==> src/rtl/imem_if.sv <==
// Instruction-memory request/response channel. One request may be outstanding at a time.
interface imem_if;
  logic        req;
  logic [31:0] addr;
  logic        ready;
  logic        valid;
  logic [31:0] rdata;

  modport master (output req, output addr, input ready, input valid, input rdata);
  modport slave  (input req, input addr, output ready, output valid, output rdata);
endinterface

==> src/rtl/fetch_stage.sv <==
// Instruction-fetch stage: owns the PC and IF/ID register, fetches over a
// variable-latency imem handshake, honours hazard-unit stalls and branch flushes.
module fetch_stage #(
  parameter logic [31:0] RESET_PC = 32'h0000_0000
) (
  input  logic        clk,
  input  logic        rst_n,
  input  logic        PCWrite,
  input  logic        IF_ID_Write,
  input  logic        Flush,
  input  logic [31:0] Branch_Target,
  imem_if.master      imem,
  output logic [31:0] PC,
  output logic [31:0] IF_ID_Instr,
  output logic [31:0] IF_ID_PC4,
  output logic        IF_ID_Valid
);

  localparam int unsigned XLEN = 32;
  localparam logic [XLEN-1:0] PC_RST = RESET_PC & ~XLEN'(3);

  typedef enum logic [2:0] {
    BOOT = 3'd0,
    REQ  = 3'd1,
    WAIT = 3'd2,
    HOLD = 3'd3,
    DROP = 3'd4
  } state_t;

  state_t          state_q, state_d;
  logic [XLEN-1:0] pc_d;
  logic [XLEN-1:0] buf_q, buf_d;
  logic            load;
  logic [XLEN-1:0] load_instr;
  logic [XLEN-1:0] target;
  logic [XLEN-1:0] pc_plus4;
  logic            advance;

  assign advance   = PCWrite & IF_ID_Write;
  assign target    = Branch_Target & ~XLEN'(3);
  assign pc_plus4  = PC + XLEN'(4);
  assign imem.req  = (state_q == REQ);
  assign imem.addr = PC;

  // Next-state, PC redirect/advance and fetch-buffer capture; Flush wins everywhere.
  always_comb begin
    state_d    = state_q;
    pc_d       = PC;
    buf_d      = buf_q;
    load       = 1'b0;
    load_instr = buf_q;
    case (state_q)
      BOOT: begin
        if (Flush) pc_d = target;
        state_d = REQ;
      end
      REQ: begin
        if (Flush) begin
          pc_d    = target;
          // An accepted request to the old PC must have its response drained.
          state_d = imem.ready ? DROP : REQ;
        end else if (imem.ready) begin
          state_d = WAIT;
        end
      end
      WAIT: begin
        if (Flush) begin
          pc_d    = target;
          state_d = imem.valid ? REQ : DROP;
        end else if (imem.valid) begin
          if (advance) begin
            load       = 1'b1;
            load_instr = imem.rdata;
            pc_d       = pc_plus4;
            state_d    = REQ;
          end else begin
            buf_d   = imem.rdata;
            state_d = HOLD;
          end
        end
      end
      HOLD: begin
        if (Flush) begin
          pc_d    = target;
          state_d = REQ;
        end else if (advance) begin
          load       = 1'b1;
          load_instr = buf_q;
          pc_d       = pc_plus4;
          state_d    = REQ;
        end
      end
      DROP: begin
        if (Flush) pc_d = target;
        // The stale response is the only thing that releases DROP.
        if (imem.valid) state_d = REQ;
      end
      default: state_d = BOOT;
    endcase
  end

  // State, PC and fetch-buffer registers.
  always_ff @(posedge clk or negedge rst_n) begin
    if (!rst_n) begin
      state_q <= BOOT;
      PC      <= PC_RST;
      buf_q   <= '0;
    end else begin
      state_q <= state_d;
      PC      <= pc_d;
      buf_q   <= buf_d;
    end
  end

  // IF/ID pipeline register: flush, hold, load, else bubble.
  always_ff @(posedge clk or negedge rst_n) begin
    if (!rst_n) begin
      IF_ID_Instr <= '0;
      IF_ID_PC4   <= '0;
      IF_ID_Valid <= 1'b0;
    end else if (Flush) begin
      IF_ID_Instr <= '0;
      IF_ID_PC4   <= '0;
      IF_ID_Valid <= 1'b0;
    end else if (!IF_ID_Write) begin
      IF_ID_Instr <= IF_ID_Instr;
      IF_ID_PC4   <= IF_ID_PC4;
      IF_ID_Valid <= IF_ID_Valid;
    end else if (load) begin
      IF_ID_Instr <= load_instr;
      IF_ID_PC4   <= pc_plus4;
      IF_ID_Valid <= 1'b1;
    end else begin
      IF_ID_Instr <= '0;
      IF_ID_Valid <= 1'b0;
    end
  end

endmodule

==> src/flat_wrapper.sv <==
// flat-port wrapper written by rule: the top's interface ports become plain ports
module fetch_stage_flat 
#(
  parameter logic [31:0] RESET_PC = 32'h0000_0000
)
  (clk, rst_n, PCWrite, IF_ID_Write, Flush, Branch_Target, PC, IF_ID_Instr, IF_ID_PC4, IF_ID_Valid, imem_req, imem_addr, imem_ready, imem_valid, imem_rdata);
  imem_if imem_i ();
  input  logic clk;
  input  logic rst_n;
  input  logic PCWrite;
  input  logic IF_ID_Write;
  input  logic Flush;
  input  logic [31:0] Branch_Target;
  output logic [31:0] PC;
  output logic [31:0] IF_ID_Instr;
  output logic [31:0] IF_ID_PC4;
  output logic IF_ID_Valid;
  output wire logic [$bits(imem_i.req)-1:0] imem_req;
  output wire logic [$bits(imem_i.addr)-1:0] imem_addr;
  input wire logic [$bits(imem_i.ready)-1:0] imem_ready;
  input wire logic [$bits(imem_i.valid)-1:0] imem_valid;
  input wire logic [$bits(imem_i.rdata)-1:0] imem_rdata;
  assign imem_req = imem_i.req;
  assign imem_addr = imem_i.addr;
  assign imem_i.ready = imem_ready;
  assign imem_i.valid = imem_valid;
  assign imem_i.rdata = imem_rdata;
  fetch_stage #(.RESET_PC(RESET_PC)) u_core (.clk(clk), .rst_n(rst_n), .PCWrite(PCWrite), .IF_ID_Write(IF_ID_Write), .Flush(Flush), .Branch_Target(Branch_Target), .imem(imem_i), .PC(PC), .IF_ID_Instr(IF_ID_Instr), .IF_ID_PC4(IF_ID_PC4), .IF_ID_Valid(IF_ID_Valid));
endmodule
==> config.mk <==
export PLATFORM = sky130hd
export DESIGN_NAME = fetch_stage_flat
export DESIGN_NICKNAME = d
export VERILOG_FILES = /design/src/rtl/imem_if.sv /design/src/rtl/fetch_stage.sv /design/src/flat_wrapper.sv
export SDC_FILE = /design/constraint.sdc
export NUM_CORES = 1
export LEC_CHECK = 0
export CAP_MARGIN = 20
export CORE_MARGIN = 2
export CORE_UTILIZATION = 51
export CTS_CLUSTER_DIAMETER = 150
export DETAILED_ROUTE_END_ITERATION = 10
export PLACE_DENSITY = 0.86
export SYNTH_ARGS = -nofsm -noshare
export SYNTH_HDL_FRONTEND = slang
export SYNTH_SLANG_ARGS = --single-unit
export TNS_END_PERCENT = 20
==> constraint.sdc <==
create_clock -name clk -period 3.3 [get_ports clk]
set_input_delay 0.825 -clock clk [delete_from_list [all_inputs] [get_ports clk]]
set_output_delay 0.825 -clock clk [all_outputs]
set_load 0.05 [all_outputs]
==> flow_summary_export.csv, run 1 <==
group,metric,value,unit
synthesis,syn_avg_cell_area,10.1,µm²
die,dieWidth,118,µm
global_routing,grt_pass1_wl,30000,µm
power_and_ir_drop,swShare,41.7,%
die,fp.dieH,118,µm
global_routing,antenna_found_initial,0,
synthesis,synth_commonest_cells,"129 x dfrtp_1, 80 x nand2_1, 55 x o21ai_0, 37 x buf_4, 34 x mux2i_1",
critical_path,startpoint,"u_core.state_q[1]$_DFFE_PN0P_",
critical_path,crit_chain,"nor3b_1 -> clkdlybuf4s50_1",
die,initial_core_util,52.5,%
die,design.die.area,0.0140,mm²
die,core,0.0127,mm²
global_routing,grt_max_degree,66,
critical_path,cp-end-kind,"output port",
finish,n_antenna_cell,0,
drt,ant_nets,0,
power_and_ir_drop,peakVddDrop,0.447,mV
synthesis,ys_seq_area_share,48.3,%
clock_network,path_clk_slew,0.05,ns
finish,synthToLayoutAreaGrowth,37.0,%
drt,drc,0,
synthesis,synth_edf_count,0,
min_path,min_path_type,"primary input to asynchronous set/reset pin",
power_and_ir_drop,p_total,7.30,mW
clock_network,cts_max_level,4,
clock_network,ctsResizeCount,0,
drt,wl_per_cell,18.8,µm
critical_path,worstPathArrival,2.05,ns
synthesis,syn_inst,663,
synthesis,synthFlopType,"dfrtp_1",
sta,slew_violations,0,
synthesis,synth_cell_types,63,
clock_network,worst_skew_pair.late_latency,0.42,ns
critical_path,crit_fanout,15,
placed_design,dpl_worst_slack,0.406,ns
synthesis,synth_most_common_cell,"dfrtp_1",
synthesis,ys_ff_latch,129,
synthesis,async_reset_ff_share,100,%
sta,max_slew_margin,48.8,%
clock_network,clock_path_buffers,2,
placed_design,dp_hpwl,12900,µm
placed_design,place_congestion,0.930,
drt,totalWireLength,18700,µm
critical_path,crit_buf_inv,1,
placed_design,numPortBuffers,194,
clock_network,cts_made_buffers,17,
synthesis,synthesis.area,0.00668,mm²
sta,worst_pin_slew,0.769,ns
sta,setup_viol,0,
sta,hold_violations,0,
sta,finClkSkew,0.00757,ns
synthesis,yosys-top-cells-area,"dfrtp_1 48%, mux2_2 5.6%, mux2i_1 5.1%, nand2_1 4.5%, buf_4 4.2%",
synthesis,synth_top_area_share,48.3,%
sta,fin_tns_setup,0,ns
critical_path,slowest_delay,0.88,ns
power_and_ir_drop,switching_power,3.05,mW
critical_path,crit_family,"buffers and inverters",
sta,min_period,2.87,ns
drt,drt_first_pass_iters,5,
synthesis,ys_warn_count,0,
global_routing,grt_pass1_vias,5915,
placed_design,place_area,0.00854,mm²
clock_network,numClockSinks,129,
drt,drt_iter0_drc,597,
sta,post-route-period-util,87.0,%
clock_network,tritoncts,"done",
power_and_ir_drop,p_per_area,798,mW/mm²
global_routing,grt_usage,26.7,%
finish,layout-drive-gt1-share,11.7,%
die,rows,41,
global_routing,grt_remaining_overflow,0,
run_status,status,"completed",
power_and_ir_drop,share_seq_of_total_power,32.9,%
synthesis,synth_area_leader_cell,"dfrtp_1",
clock_network,postCtsSetupBuffers,0,
critical_path,reg2reg_from,"u_core.PC[13]$_DFFE_PN0P_",
finish,final_area,0.00916,mm²
critical_path,path_class,"flop to output port",
run,cap_violations,0,
critical_path,required,2.47,ns
sta,rsz0062_at_grt,"false",
clock_network,cts.hold.buffers_added,0,
critical_path,start_kind,"flop",
finish,fin_util,72.0,%
power_and_ir_drop,p_comb_share,40.5,%
sta,fmax,348,MHz
power_and_ir_drop,p_clk_share,26.6,%
clock_network,root_buffer,"clkbuf_16",
power_and_ir_drop,internal_power,4.26,mW
critical_path,cp_slowest_cell,"clkdlybuf4s50_1",
drt,viasPerCell,5.97,
finish,nets,887,
die,io_pins,201,
drt,num_vias,5961,
sta,setup_slack,0.430,ns
power_and_ir_drop,p_leak,3.65,nW
[cells by family after synthesis]
| logic type | Yosys count | synth area share (%) |
|---|---|---|
| AOI/OAI and AO/OA | 147 | 14.2 |
| xor gates and xnor gates | 15 | 1.97 |
| adders and majority gates | 1 | 0.187 |
| buffers and inverters | 87 | 7.58 |
| DFF | 129 | 48.3 |
| muxes | 67 | 10.7 |
| other | 1 | 0.0561 |
| and+or+nand+nor | 216 | 17.0 |
[stage by stage]
stage | hold slack [ns] | std cells
global placement | 0.465 | 968
global route | 0.427 | 999
detailed placement | 0.466 | 968
floorplan | 0.479 | 666
finish | 0.393 | 999
CTS | 0.398 | 999
[sequential cells by signal (all words and copies together), names as in the netlist]
register            flops
u_core.IF_ID_PC4       31
u_core.state_q          3
u_core.IF_ID_Valid      1
u_core.buf_q           32
u_core.IF_ID_Instr     32
u_core.PC              30
[cells in the final DEF, fill, tap and decap left out, types with 3 or more instances in the layout]
cell type / n
or3_1: 6
nand4b_1: 3
o2bb2ai_1: 9
nor4_1: 6
a211oi_1: 8
a22oi_1: 14
nand4_1: 9
clkinv_2: 4
o21ai_0: 55
nand3_1: 33
clkbuf_8: 4
o211ai_1: 19
o21ai_1: 3
buf_12: 3
or2_2: 4
clkbuf_16: 17
o22ai_1: 4
xnor2_1: 14
buf_4: 16
nor2_1: 17
inv_1: 5
conb_1: 4
a21oi_1: 14
clkdlybuf4s50_1: 193
nor3_1: 18
mux2i_1: 34
clkinvlp_4: 3
or4_1: 15
dfrtp_1: 129
nand2_1: 80
bufinv_16: 3
mux2_2: 33
[metal layers]
layer	part of all wire, %	routed length [µm]	vias up	GRT usage [%]
li1	-	-	2704	-
met1	40	7410	2918	32.3
met2	50	9300	284	45.3
met3	7.5	1410	55	6.42
met4	3.3	623	0	12.1
met5	0	0	-	0
[layout make-up]
class,instances,area [µm²]
sequential,129,3230
clock buffer,21,480
multi-input combinational,450,2970
fill,925,3560
timing repair buffer,212,2110
tap,172,215
clock inverter,10,133
inverter,5,18.8
[power by group through the flow]
stage | Combinational (mW) | Clock (mW) | Sequential [mW]
final | 2.96 | 1.94 | 2.40
after CTS | 2.96 | 1.96 | 2.39
after global placement | 2.89 | 0 | 2.37
after global routing | 3.10 | 2.02 | 2.46
after floorplan | 1.70 | 0 | 2.81
after detailed placement | 2.95 | 0 | 2.41
[worst paths after layout]
check / to / slack [ns] / depth (start not counted)
max reg2reg: u_core.IF_ID_PC4[22]$_DFFE_PN0P_ / 0.84 / 4
max: imem_req / 0.43 / 2
min in group clk: u_core.IF_ID_PC4[21]$_DFFE_PN0P_ / 0.48 / 2
max in group asynchronous: u_core.IF_ID_PC4[8]$_DFFE_PN0P_ / 2.14 / 2
min reg2reg: u_core.IF_ID_PC4[21]$_DFFE_PN0P_ / 0.48 / 2
min: u_core.PC[6]$_DFFE_PN0P_ / 0.39 / 1
[worst register-to-register path, cell delays in order, from the launching register on]
cell	delay, ns
dfrtp_1	0.53
nand4_1	0.38
or4_1	0.83
or4_1	0.54
nand3_1	0.12
Power figures use the tool's default switching activity.
==> run 2, diff against run 1 <==
--- a/config.mk
+++ b/config.mk
@@ -10,7 +10,7 @@
 export CORE_UTILIZATION = 51
 export CTS_CLUSTER_DIAMETER = 150
 export DETAILED_ROUTE_END_ITERATION = 10
-export PLACE_DENSITY = 0.86
+export PLACE_DENSITY_LB_ADDON = 0.12
 export SYNTH_ARGS = -nofsm -noshare
 export SYNTH_HDL_FRONTEND = slang
 export SYNTH_SLANG_ARGS = --single-unit
==> flow_summary_export.csv, run 2 (synthesized netlist as in run 1, its figures left out) <==
group,metric,value,unit
sta,max_slew_margin,60.9,%
power_and_ir_drop,peakVddDrop,0.489,mV
finish,synthToLayoutAreaGrowth,36.3,%
finish,final_area,0.00911,mm²
clock_network,worst_skew_pair.late_latency,0.42,ns
clock_network,path_clk_slew,0.06,ns
die,io_pins,201,
sta,setup_viol,0,
sta,hold_violations,0,
clock_network,cts_max_level,4,
finish,layout-drive-gt1-share,11.7,%
global_routing,grt_remaining_overflow,0,
drt,drt_iter0_drc,500,
critical_path,crit_buf_inv,1,
clock_network,clock_path_buffers,2,
die,rows,41,
critical_path,path_class,"flop to output port",
finish,fin_util,71.6,%
die,design.die.area,0.0140,mm²
power_and_ir_drop,p_leak,3.63,nW
global_routing,grt_pass1_vias,5865,
sta,post-route-period-util,86.7,%
drt,ant_nets,0,
critical_path,worstPathArrival,2.04,ns
min_path,min_path_type,"primary input to asynchronous set/reset pin",
finish,final_cell_mix,"193 x clkdlybuf4s50_1, 129 x dfrtp_1, 80 x nand2_1",
die,dieWidth,118,µm
sta,slew_violations,0,
placed_design,place_congestion,0.888,
run,cap_violations,0,
sta,fin_tns_setup,0,ns
critical_path,crit_family,"buffers and inverters",
placed_design,dp_hpwl,12400,µm
die,core,0.0127,mm²
global_routing,grt_pass1_wl,29800,µm
finish,n_fill_cell,971,
drt,totalWireLength,18300,µm
critical_path,slowest_delay,0.86,ns
sta,min_period,2.86,ns
die,fp.dieH,118,µm
drt,num_vias,5869,
clock_network,tritoncts,"done",
sta,fmax,349,MHz
drt,viasPerCell,5.87,
finish,final_common_cell,"clkdlybuf4s50_1",
die,initial_core_util,52.5,%
run_status,status,"completed",
global_routing,grt_usage,26.5,%
clock_network,ctsResizeCount,0,
critical_path,crit_fanout,15,
clock_network,cts_made_buffers,17,
power_and_ir_drop,p_total,7.19,mW
drt,drt_first_pass_iters,7,
critical_path,crit_chain,"nor3b_1 -> clkdlybuf4s50_1",
drt,wl_per_cell,18.3,µm
power_and_ir_drop,p_per_area,789,mW/mm²
critical_path,start_kind,"flop",
finish,reg_top3,"u_core.IF_ID_Instr x32, u_core.buf_q x32, u_core.IF_ID_PC4 x31",
drt,drc,0,
critical_path,required,2.47,ns
sta,hold_ws,0.404,ns
sta,rsz0062_at_grt,"false",
clock_network,numClockSinks,129,
global_routing,antenna_found_initial,0,
sta,worst_pin_slew,0.581,ns
clock_network,cts.hold.buffers_added,0,
critical_path,cp_slowest_cell,"clkdlybuf4s50_1",
clock_network,postCtsSetupBuffers,0,
sta,finClkSkew,0.00876,ns
finish,n_antenna_cell,0,
finish,nets,887,
placed_design,numPortBuffers,194,
clock_network,root_buffer,"clkbuf_16",
placed_design,place_area,0.00853,mm²
critical_path,cp-end-kind,"output port",
global_routing,grt_max_degree,65,
-- run 2: cell count changes in the layout (fill, tap and decap cells not counted) --
cell       previous run  this run
buf_4                16        17
bufinv_16             3         2
clkbuf_1              0         1
clkbuf_8              4         1
clkinv_4              0         3
inv_6                 0         1
buf_12                3         2
-- run 2: per-stage QoR --
step / setup WS [ns] / std cells
2_1_floorplan: 0.731 / 666
3_3_place_gp: 0.500 / 968
3_5_place_dp: 0.432 / 968
4_1_cts: 0.410 / 1000
5_1_grt: 0.292 / 1000
6_report: 0.438 / 1000
-- run 2: power by group --
group          total (mW)  internal, mW  switching (mW)  leakage (nW)
sequential           2.40          1.92           0.487          1.71
combinational        2.95          1.08            1.87          1.64
clock                1.84          1.13           0.710         0.279
total                7.19          4.13            3.06          3.63
-- run 2: final timing paths --
path,end,depth (start not counted),startpoint,slack [ns]
hold reg to reg,u_core.IF_ID_PC4[24]$_DFFE_PN0P_,2,u_core.IF_ID_PC4[24]$_DFFE_PN0P_,0.47
setup reg to reg,u_core.IF_ID_PC4[24]$_DFFE_PN0P_,4,u_core.PC[13]$_DFFE_PN0P_,0.90
min in group clk,u_core.IF_ID_PC4[24]$_DFFE_PN0P_,2,u_core.IF_ID_PC4[24]$_DFFE_PN0P_,0.47
hold / removal,u_core.IF_ID_Instr[9]$_DFFE_PN0P_,1,rst_n,0.40
max in group asynchronous,u_core.PC[13]$_DFFE_PN0P_,2,rst_n,2.13
setup / recovery,imem_req,2,u_core.state_q[1]$_DFFE_PN0P_,0.44
-- run 2: per-layer routing --
layer | vias up | global-route usage (%) | share of wire [%]
met3 | 46 | 6.85 | 7.9
met2 | 247 | 42.5 | 48
li1 | 2703 | - | -
met4 | 0 | 11.5 | 2.9
met1 | 2873 | 34.1 | 41
met5 | - | 0 | 0
-- run 2: area by class of cell --
cell class / count / area (µm²) / share of cell area [%]
well taps: 172 / 215 / 2.36
repair buffers: 212 / 2100 / 23.0
flip-flops and latches: 129 / 3230 / 35.4
multi-input cells: 450 / 2970 / 32.6
clock inverters: 13 / 138 / 1.51
inverters: 5 / 18.8 / 0.206
clock buffers: 19 / 443 / 4.86
